--- config.mk ---
export PLATFORM = sky130hd
export DESIGN_NAME = fb_mem_arbiter
export DESIGN_NICKNAME = d
export VERILOG_FILES = /design/src/rtl/fb_pkg.sv /design/src/rtl/fb_cmd_reg.sv /design/src/rtl/fb_mem_arbiter.sv
export SDC_FILE = /design/constraint.sdc
export NUM_CORES = 1
export LEC_CHECK = 0
export BUFFER_PORTS_ARGS = -buffer_cell sky130_fd_sc_hd__buf_4
export CAP_MARGIN = 30
export CORE_AREA = 2 2 139 141
export DETAILED_ROUTE_END_ITERATION = 10
export DIE_AREA = 0 0 141 143
export PLACE_DENSITY_LB_ADDON = 0.1
export SETUP_SLACK_MARGIN = 0.2
export SYNTH_ARGS = -nofsm -noshare
export SYNTH_HDL_FRONTEND = slang
export SYNTH_SLANG_ARGS = --single-unit
--- constraint.sdc ---
create_clock -name clk_in -period 1.9 [get_ports clk_in]
set_input_delay 0.285 -clock clk_in [delete_from_list [all_inputs] [get_ports clk_in]]
set_output_delay 0.285 -clock clk_in [all_outputs]
set_load 0.05 [all_outputs]
--- src/rtl/fb_pkg.sv ---
// ----------------------------------------------------------------------------
// fb_pkg
// Shared types for the framebuffer memory arbiter slice.
//   chunk_t      8 x 16-bit RGB565 pixels, pixel 0 in bits [15:0]
//   strb_t       16 byte enables for one chunk
//   mem_cmd_e    memory command kind (write = 0, read = 1)
//   arb_state_e  arbiter mode: normal arbitration or framebuffer clear sweep
//   MEM_ADDR_W   width of the memory controller chunk address
// ----------------------------------------------------------------------------
package fb_pkg;

    localparam int MEM_ADDR_W = 27;

    typedef logic [7:0][15:0] chunk_t;
    typedef logic [15:0]      strb_t;

    typedef enum logic {
        CMD_WR = 1'b0,
        CMD_RD = 1'b1
    } mem_cmd_e;

    typedef enum logic {
        S_ARB   = 1'b0,
        S_CLEAR = 1'b1
    } arb_state_e;

    // Replicates one pixel across a whole chunk.
    function automatic chunk_t fill_chunk(input logic [15:0] pix);
        return {8{pix}};
    endfunction

endpackage

--- src/rtl/fb_cmd_reg.sv ---
// ----------------------------------------------------------------------------
// fb_cmd_reg
// One-entry valid/ready command register in front of the memory controller.
// A command is loaded only when the slot is free; it then holds stable until
// the controller accepts it.
// Ports:
//   clk, rst_n      clock, asynchronous active-low reset
//   load            capture load_* into the slot (only legal when slot_free)
//   load_cmd/addr/wdata/wstrb   command being granted this cycle
//   cmd_ready       memory controller accepts the held command
//   slot_free       slot empty or draining this cycle
//   cmd_valid       held command valid
//   held_cmd/addr/wdata/wstrb   held command fields
// ----------------------------------------------------------------------------
module fb_cmd_reg
    import fb_pkg::*;
(
    input  logic                  clk,
    input  logic                  rst_n,
    input  logic                  load,
    input  mem_cmd_e              load_cmd,
    input  logic [MEM_ADDR_W-1:0] load_addr,
    input  chunk_t                load_wdata,
    input  strb_t                 load_wstrb,
    input  logic                  cmd_ready,
    output logic                  slot_free,
    output logic                  cmd_valid,
    output mem_cmd_e              held_cmd,
    output logic [MEM_ADDR_W-1:0] held_addr,
    output chunk_t                held_wdata,
    output strb_t                 held_wstrb
);

    assign slot_free = !cmd_valid || cmd_ready;

    always_ff @(posedge clk or negedge rst_n) begin
        if (!rst_n) begin
            cmd_valid  <= 1'b0;
            held_cmd   <= CMD_WR;
            held_addr  <= '0;
            held_wdata <= '0;
            held_wstrb <= '0;
        end else if (load) begin
            cmd_valid  <= 1'b1;
            held_cmd   <= load_cmd;
            held_addr  <= load_addr;
            held_wdata <= load_wdata;
            held_wstrb <= load_wstrb;
        end else if (cmd_ready) begin
            // Fields keep their last value; only valid drops when drained.
            cmd_valid <= 1'b0;
        end
    end

endmodule

--- src/rtl/fb_mem_arbiter.sv ---
// ----------------------------------------------------------------------------
// fb_mem_arbiter
// Shares the framebuffer memory command port between the stacker write-chunk
// stream and the scanout read-chunk stream. Round-robin between the two,
// urgent reads override, and a waiting write is forced through after
// STARVE_MAX consecutive urgent reads. One registered command per grant.
//
// Optional feature: define FB_CLEAR_EN to build the clear engine, which sweeps
// every chunk with {8{CLEAR_VALUE}} after a clear_start_in pulse.
//
// Ports:
//   clk_in, rst_n_in                     clock, asynchronous active-low reset
//   wr_valid_in/ready_out/addr_in/data_in/strobe_in   stacker write chunks
//   rd_valid_in/ready_out/addr_in, rd_urgent_in       scanout read requests
//   mem_valid_out/ready_in/cmd_out/addr_out/wdata_out/wstrb_out  memory port
//   clear_start_in, clear_busy_out, clear_done_out    clear engine control
// ----------------------------------------------------------------------------
module fb_mem_arbiter
    import fb_pkg::*;
#(
    parameter  int          HRES        = 1280,
    parameter  int          VRES        = 720,
    parameter  int          STARVE_MAX  = 8,
    parameter  logic [15:0] CLEAR_VALUE = 16'h0,
    localparam int          NCHUNK      = HRES * VRES / 8,
    localparam int          CAW         = $clog2(NCHUNK)
) (
    input  logic                  clk_in,
    input  logic                  rst_n_in,
    input  logic                  wr_valid_in,
    output logic                  wr_ready_out,
    input  logic [CAW-1:0]        wr_addr_in,
    input  logic [127:0]          wr_data_in,
    input  logic [15:0]           wr_strobe_in,
    input  logic                  rd_valid_in,
    output logic                  rd_ready_out,
    input  logic [CAW-1:0]        rd_addr_in,
    input  logic                  rd_urgent_in,
    output logic                  mem_valid_out,
    input  logic                  mem_ready_in,
    output logic                  mem_cmd_out,
    output logic [MEM_ADDR_W-1:0] mem_addr_out,
    output logic [127:0]          mem_wdata_out,
    output logic [15:0]           mem_wstrb_out,
    input  logic                  clear_start_in,
    output logic                  clear_busy_out,
    output logic                  clear_done_out
);

    localparam int SW = $clog2(STARVE_MAX + 1);

    logic                  slot_free;
    logic                  in_clear;
    logic                  force_wr;
    logic                  grant_wr;
    logic                  grant_rd;
    logic                  grant_clr;
    logic                  load;
    mem_cmd_e              load_cmd;
    logic [MEM_ADDR_W-1:0] load_addr;
    chunk_t                load_wdata;
    strb_t                 load_wstrb;
    mem_cmd_e              last_grant;
    mem_cmd_e              held_cmd;
    logic [SW-1:0]         starve_cnt;
    logic [CAW-1:0]        clear_ptr;

    // Grant selection. Nothing is granted unless the output slot can take it.
    always_comb begin
        grant_wr  = 1'b0;
        grant_rd  = 1'b0;
        grant_clr = 1'b0;
        force_wr  = wr_valid_in && (starve_cnt == SW'(STARVE_MAX));
        if (slot_free) begin
            if (in_clear) begin
                // The sweep owns the port except when scanout is about to underrun.
                if (rd_urgent_in && rd_valid_in) grant_rd = 1'b1;
                else                             grant_clr = 1'b1;
            end else if (rd_urgent_in && rd_valid_in && !force_wr) begin
                grant_rd = 1'b1;
            end else if (force_wr) begin
                grant_wr = 1'b1;
            end else if (wr_valid_in && rd_valid_in) begin
                if (last_grant == CMD_RD) grant_wr = 1'b1;
                else                      grant_rd = 1'b1;
            end else if (wr_valid_in) begin
                grant_wr = 1'b1;
            end else if (rd_valid_in) begin
                grant_rd = 1'b1;
            end
        end
    end

    assign wr_ready_out = grant_wr;
    assign rd_ready_out = grant_rd;
    assign load         = grant_wr || grant_rd || grant_clr;

    // Command assembly for whichever requester won; reads carry no data.
    always_comb begin
        load_cmd   = CMD_WR;
        load_addr  = MEM_ADDR_W'(wr_addr_in);
        load_wdata = wr_data_in;
        load_wstrb = wr_strobe_in;
        if (grant_rd) begin
            load_cmd   = CMD_RD;
            load_addr  = MEM_ADDR_W'(rd_addr_in);
            load_wdata = '0;
            load_wstrb = '0;
        end else if (grant_clr) begin
            load_addr  = MEM_ADDR_W'(clear_ptr);
            load_wdata = fill_chunk(CLEAR_VALUE);
            load_wstrb = 16'hFFFF;
        end
    end

    // Round-robin history and write starvation count. A read granted while a
    // write waits moves the write one step closer to being forced.
    always_ff @(posedge clk_in or negedge rst_n_in) begin
        if (!rst_n_in) begin
            last_grant <= CMD_RD;
            starve_cnt <= '0;
        end else if (grant_wr || grant_clr) begin
            last_grant <= CMD_WR;
            starve_cnt <= '0;
        end else if (grant_rd) begin
            last_grant <= CMD_RD;
            if (!wr_valid_in)                         starve_cnt <= '0;
            else if (starve_cnt != SW'(STARVE_MAX))   starve_cnt <= starve_cnt + SW'(1);
        end else if (!wr_valid_in) begin
            starve_cnt <= '0;
        end
    end

`ifdef FB_CLEAR_EN
    arb_state_e state;

    // Clear sweep: a start pulse is only honoured while arbitrating normally,
    // and the sweep returns on its own after the last chunk is granted.
    always_ff @(posedge clk_in or negedge rst_n_in) begin
        if (!rst_n_in) begin
            state     <= S_ARB;
            clear_ptr <= '0;
        end else begin
            case (state)
                S_ARB: begin
                    if (clear_start_in) state <= S_CLEAR;
                end
                S_CLEAR: begin
                    if (grant_clr) begin
                        if (clear_ptr == CAW'(NCHUNK - 1)) begin
                            state     <= S_ARB;
                            clear_ptr <= '0;
                        end else begin
                            clear_ptr <= clear_ptr + CAW'(1);
                        end
                    end
                end
                default: state <= S_ARB;
            endcase
        end
    end

    assign in_clear       = (state == S_CLEAR);
    assign clear_busy_out = (state == S_CLEAR);
    assign clear_done_out = grant_clr && (clear_ptr == CAW'(NCHUNK - 1));
`else
    logic unused_clear;

    assign unused_clear   = clear_start_in;
    assign clear_ptr      = '0;
    assign in_clear       = 1'b0;
    assign clear_busy_out = 1'b0;
    assign clear_done_out = 1'b0;
`endif

    fb_cmd_reg u_cmd_reg (
        .clk        (clk_in),
        .rst_n      (rst_n_in),
        .load       (load),
        .load_cmd   (load_cmd),
        .load_addr  (load_addr),
        .load_wdata (load_wdata),
        .load_wstrb (load_wstrb),
        .cmd_ready  (mem_ready_in),
        .slot_free  (slot_free),
        .cmd_valid  (mem_valid_out),
        .held_cmd   (held_cmd),
        .held_addr  (mem_addr_out),
        .held_wdata (mem_wdata_out),
        .held_wstrb (mem_wstrb_out)
    );

    assign mem_cmd_out = held_cmd;

endmodule

==> results.tsv <==
stage	metric	value	unit
drt	wire_per_inst	19.0	µm
setup_path	crit_type	reg -> out	
floorplan	die_y	143	µm
floorplan	dieArea	20200	µm²
cells_and_area	antennaDiodeCount	0	
cells_and_area	fillers	1566	
setup_path	required	1620	ps
setup_path	crit_fanout	3	
grt	antenna_found_initial	0	
synthesis	synth_xor_xnor_area_share	0.00275	
timing	setup_ws	-81.6	ps
cells_and_area	final_common_cell	buf_4	
floorplan	row_count	50	
flow_run	maxCapViolCount	0	
synthesis	synth_top_area_cell	dfrtp_1	
pwr	pwr-share-clk	0.325	
placement	pre_cts_slack	61.9	ps
grt	grt_overflow	0	
cells_and_area	area_growth_syn_to_layout	63.1	%
pwr	comb_power_share	0.300	
synthesis	yosys_most_used_dff	dfrtp_1	
timing	hold_viol	0	
clocking	cts-root-buf	clkbuf_16	
clocking	path_clk_slew	70	ps
setup_path	critical_path.cell_chain	inv_2 > ha_4 > nand3b_1 > a31oi_1 > and2_4 > buf_8	
timing	timing.hold.ws	82.0	ps
pwr	switching_share	0.344	
floorplan	coreArea	18600	µm²
cells_and_area	final_area	10400	µm²
floorplan	start_util	0.342	
pwr	p_leak	0.00538	µW
synthesis	synth_top_area_frac	0.657	
drt	drt_iter0_drc	244	
pwr	p_int	7340	µW
run_status	violations	setup timing	
setup_path	r2r-start	starve_cnt[0]	
cells_and_area	final_nets	1025	
worst_hold_path	min_path_cells	2	
synthesis	muxShareOfSynthArea	0.00157	
synthesis	synth.top_cells.by_area	dfrtp_1 66%, a22o_1 20%, a21oi_1 2.8%	
run_status	run_status	complete, but fails checks	
grt	grt_max_degree	94	
pwr	switchingPower	3850	µW
setup_path	worst_r2r_endpoint	starve_cnt[2]	
worst_hold_path	hold_class	in -> reg	
pwr	p_per_area	1080	nW/µm²
synthesis	ys_ff_latch	168	
drt	vias	5465	
grt	grt_pass1_wl	31.3	mm
synthesis	syn_inst	466	
synthesis	synth_compound_area_frac	0.230	
synthesis	syn-cell-area	6360	µm²
synthesis	synth_async_sr_flop_share	1.00	
worst_hold_path	holdPathEnd	u_cmd_reg.held_wstrb[6]	
drt	routed_wirelength	20.6	mm
timing	max_freq	505	MHz
grt	grt_use_total	0.201	
drt	first_pass_iters	4	
clocking	clock_latency	420	ps
clocking	cts_tree	done	
placement	place_congestion	0.793	
grt	grt_pass1_vias	5527	
placement	io_buffers	348	
cells_and_area	utilization	0.558	
clocking	cts.htree.levels	4	
pwr	ir_drop	0.576	mV
pwr	p_seq_frac	0.375	
clocking	numClockSinks	168	
synthesis	yosys.area_share.simple	0.0419	
timing	fin_skew	8.90	ps
timing	rsz0062_at_grt	yes	
setup_path	crit_slowest_cell	dfrtp_1	
floorplan	ioPinCount	362	
placement	hpwlAfterDp	13.8	mm
timing	slew_violations	0	
clocking	clk_path_buf_depth	2	
drt	drc	0	
setup_path	slowest_delay	410	ps
drt	ant_nets	0	
floorplan	dieWidth	141	µm
synthesis	synth_top_family_by_area	compound AO/OA/AOI/OAI gates	
placement	placed_area	9190	µm²
timing	final-setup-viol-count	110	
setup_path	cp_data_arrival_time	1700	ps
timing	min_period	1980	ps
synthesis	ys_warn_count	0	
synthesis	yosysUniqueCellTypes	30	
synthesis	syn_area_per_cell	13.6	µm²
setup_path	cp-start-kind	register	
cells_and_area	drive_gt1_frac	0.511	
synthesis	ys_seq_area_frac	0.661	
setup_path	cp-end-kind	primary output	
cells_and_area	final_cell_mix	359 x buf_4, 166 x dfrtp_1, 144 x a22o_1	
synthesis	synth_fa_ha_area_frac	0.00393	
setup_path	reg2reg_depth	11	
clocking	cts_made_buffers	17	
worst_hold_path	hold_start	wr_strobe_in[6]	
setup_path	rrSetupSlack	-60	ps
synthesis	synth_edf_count	0	
timing	finalCritPeriodShare	1.04	
timing	setup_tns	-4370	ps
drt	vias_per_cell	5.04	
-- Yosys cell counts (2+ instances only) --
| cell | number |
|---|---|
| a21oi_1 | 35 |
| a22o_1 | 144 |
| buf_2 | 13 |
| buf_4 | 16 |
| buf_6 | 12 |
| clkbuf_1 | 7 |
| dfrtp_1 | 167 |
| ha_1 | 2 |
| inv_1 | 4 |
| nand2_1 | 18 |
| nand2b_1 | 3 |
| nand3b_1 | 2 |
| nand4_1 | 2 |
| nor2_1 | 22 |
| nor2b_1 | 2 |
| o21ai_0 | 2 |
| xnor2_1 | 2 |
-- power by group through the flow --
stage | clock network, µW | registers (µW) | logic, µW
global route | 3880 | 4240 | 3510
detailed placement | 0 | 4250 | 3210
floorplan | 0 | 5590 | 655
finish | 3630 | 4200 | 3360
global placement | 0 | 4240 | 3180
CTS | 3730 | 4190 | 3380
-- state kept, by name, indices dropped and copies added, names as in the netlist --
register	flops
last_grant	1
starve_cnt	4
u_cmd_reg.cmd_valid	1
u_cmd_reg.held_addr	17
u_cmd_reg.held_cmd	1
u_cmd_reg.held_wdata	128
u_cmd_reg.held_wstrb	16
-- critical path: cells and delay by family (launching register included) --
family | cells | cell delay (ps)
fa+ha+maj | 1 | 130
compound gates | 1 | 200
buf+inv | 2 | 230
flops | 1 | 410
simple gates | 2 | 300
-- per-stage QoR --
step,instances,power [µW]
finish,1085,11200
global route,1085,11600
CTS,1084,11300
detailed placement,1025,7460
global placement,1025,7420
floorplan,477,6240
-- routing by layer --
metal	vias to the layer above	wire length [µm]	global-route usage	part of all wire
li1	2453	-	-	-
met2	233	10400	0.334	0.51
met1	2744	8480	0.253	0.41
met5	-	0	0	0
met4	0	519	0.0826	0.025
met3	35	1200	0.0496	0.058
-- timing repair --
item / CTS / global route
hold buffers: 1 / 0
pin swaps: 5 / 5
resized for setup: 21 / 11
hold endpoints to repair: 38 / 0
cloned: 8 / 0
setup buffers: 18 / 1
endpoints found under the setup margin: 141 / 157
-- cells by family (layout without fill, tap and decap cells) --
family | count (synthesis) | count (layout)
AOI/OAI and AO/OA | 183 | 183
DFF | 168 | 168
and+or+nand+nor | 55 | 55
buffers and inverters | 54 | 428
adders and majority gates | 2 | 2
xor gates and xnor gates | 2 | 2
other | 1 | 12
muxes | 1 | 1
-- worst max path at each step --
stage                        startpoint                 endpoint  slack (ps)  depth (start not counted)
finish                    starve_cnt[0]             wr_ready_out         -80                          6
global route              starve_cnt[0]             wr_ready_out        -170                          6
CTS                       starve_cnt[0]             wr_ready_out         -90                          6
detailed placement        starve_cnt[0]             wr_ready_out          60                          6
global placement          starve_cnt[0]             wr_ready_out         100                          6
floorplan           u_cmd_reg.cmd_valid  u_cmd_reg.held_addr[10]         290                          6
-- cell type report --
type	count	area, µm²	share of cell area
sequential	168	4210	0.406
timing repair buffer	391	3360	0.324
multi-input combinational	255	1860	0.180
clock buffer	20	457	0.0440
tap	234	293	0.0282
clock inverter	12	165	0.0159
inverter	5	26.3	0.00253
(Power assumes the default switching activity.)
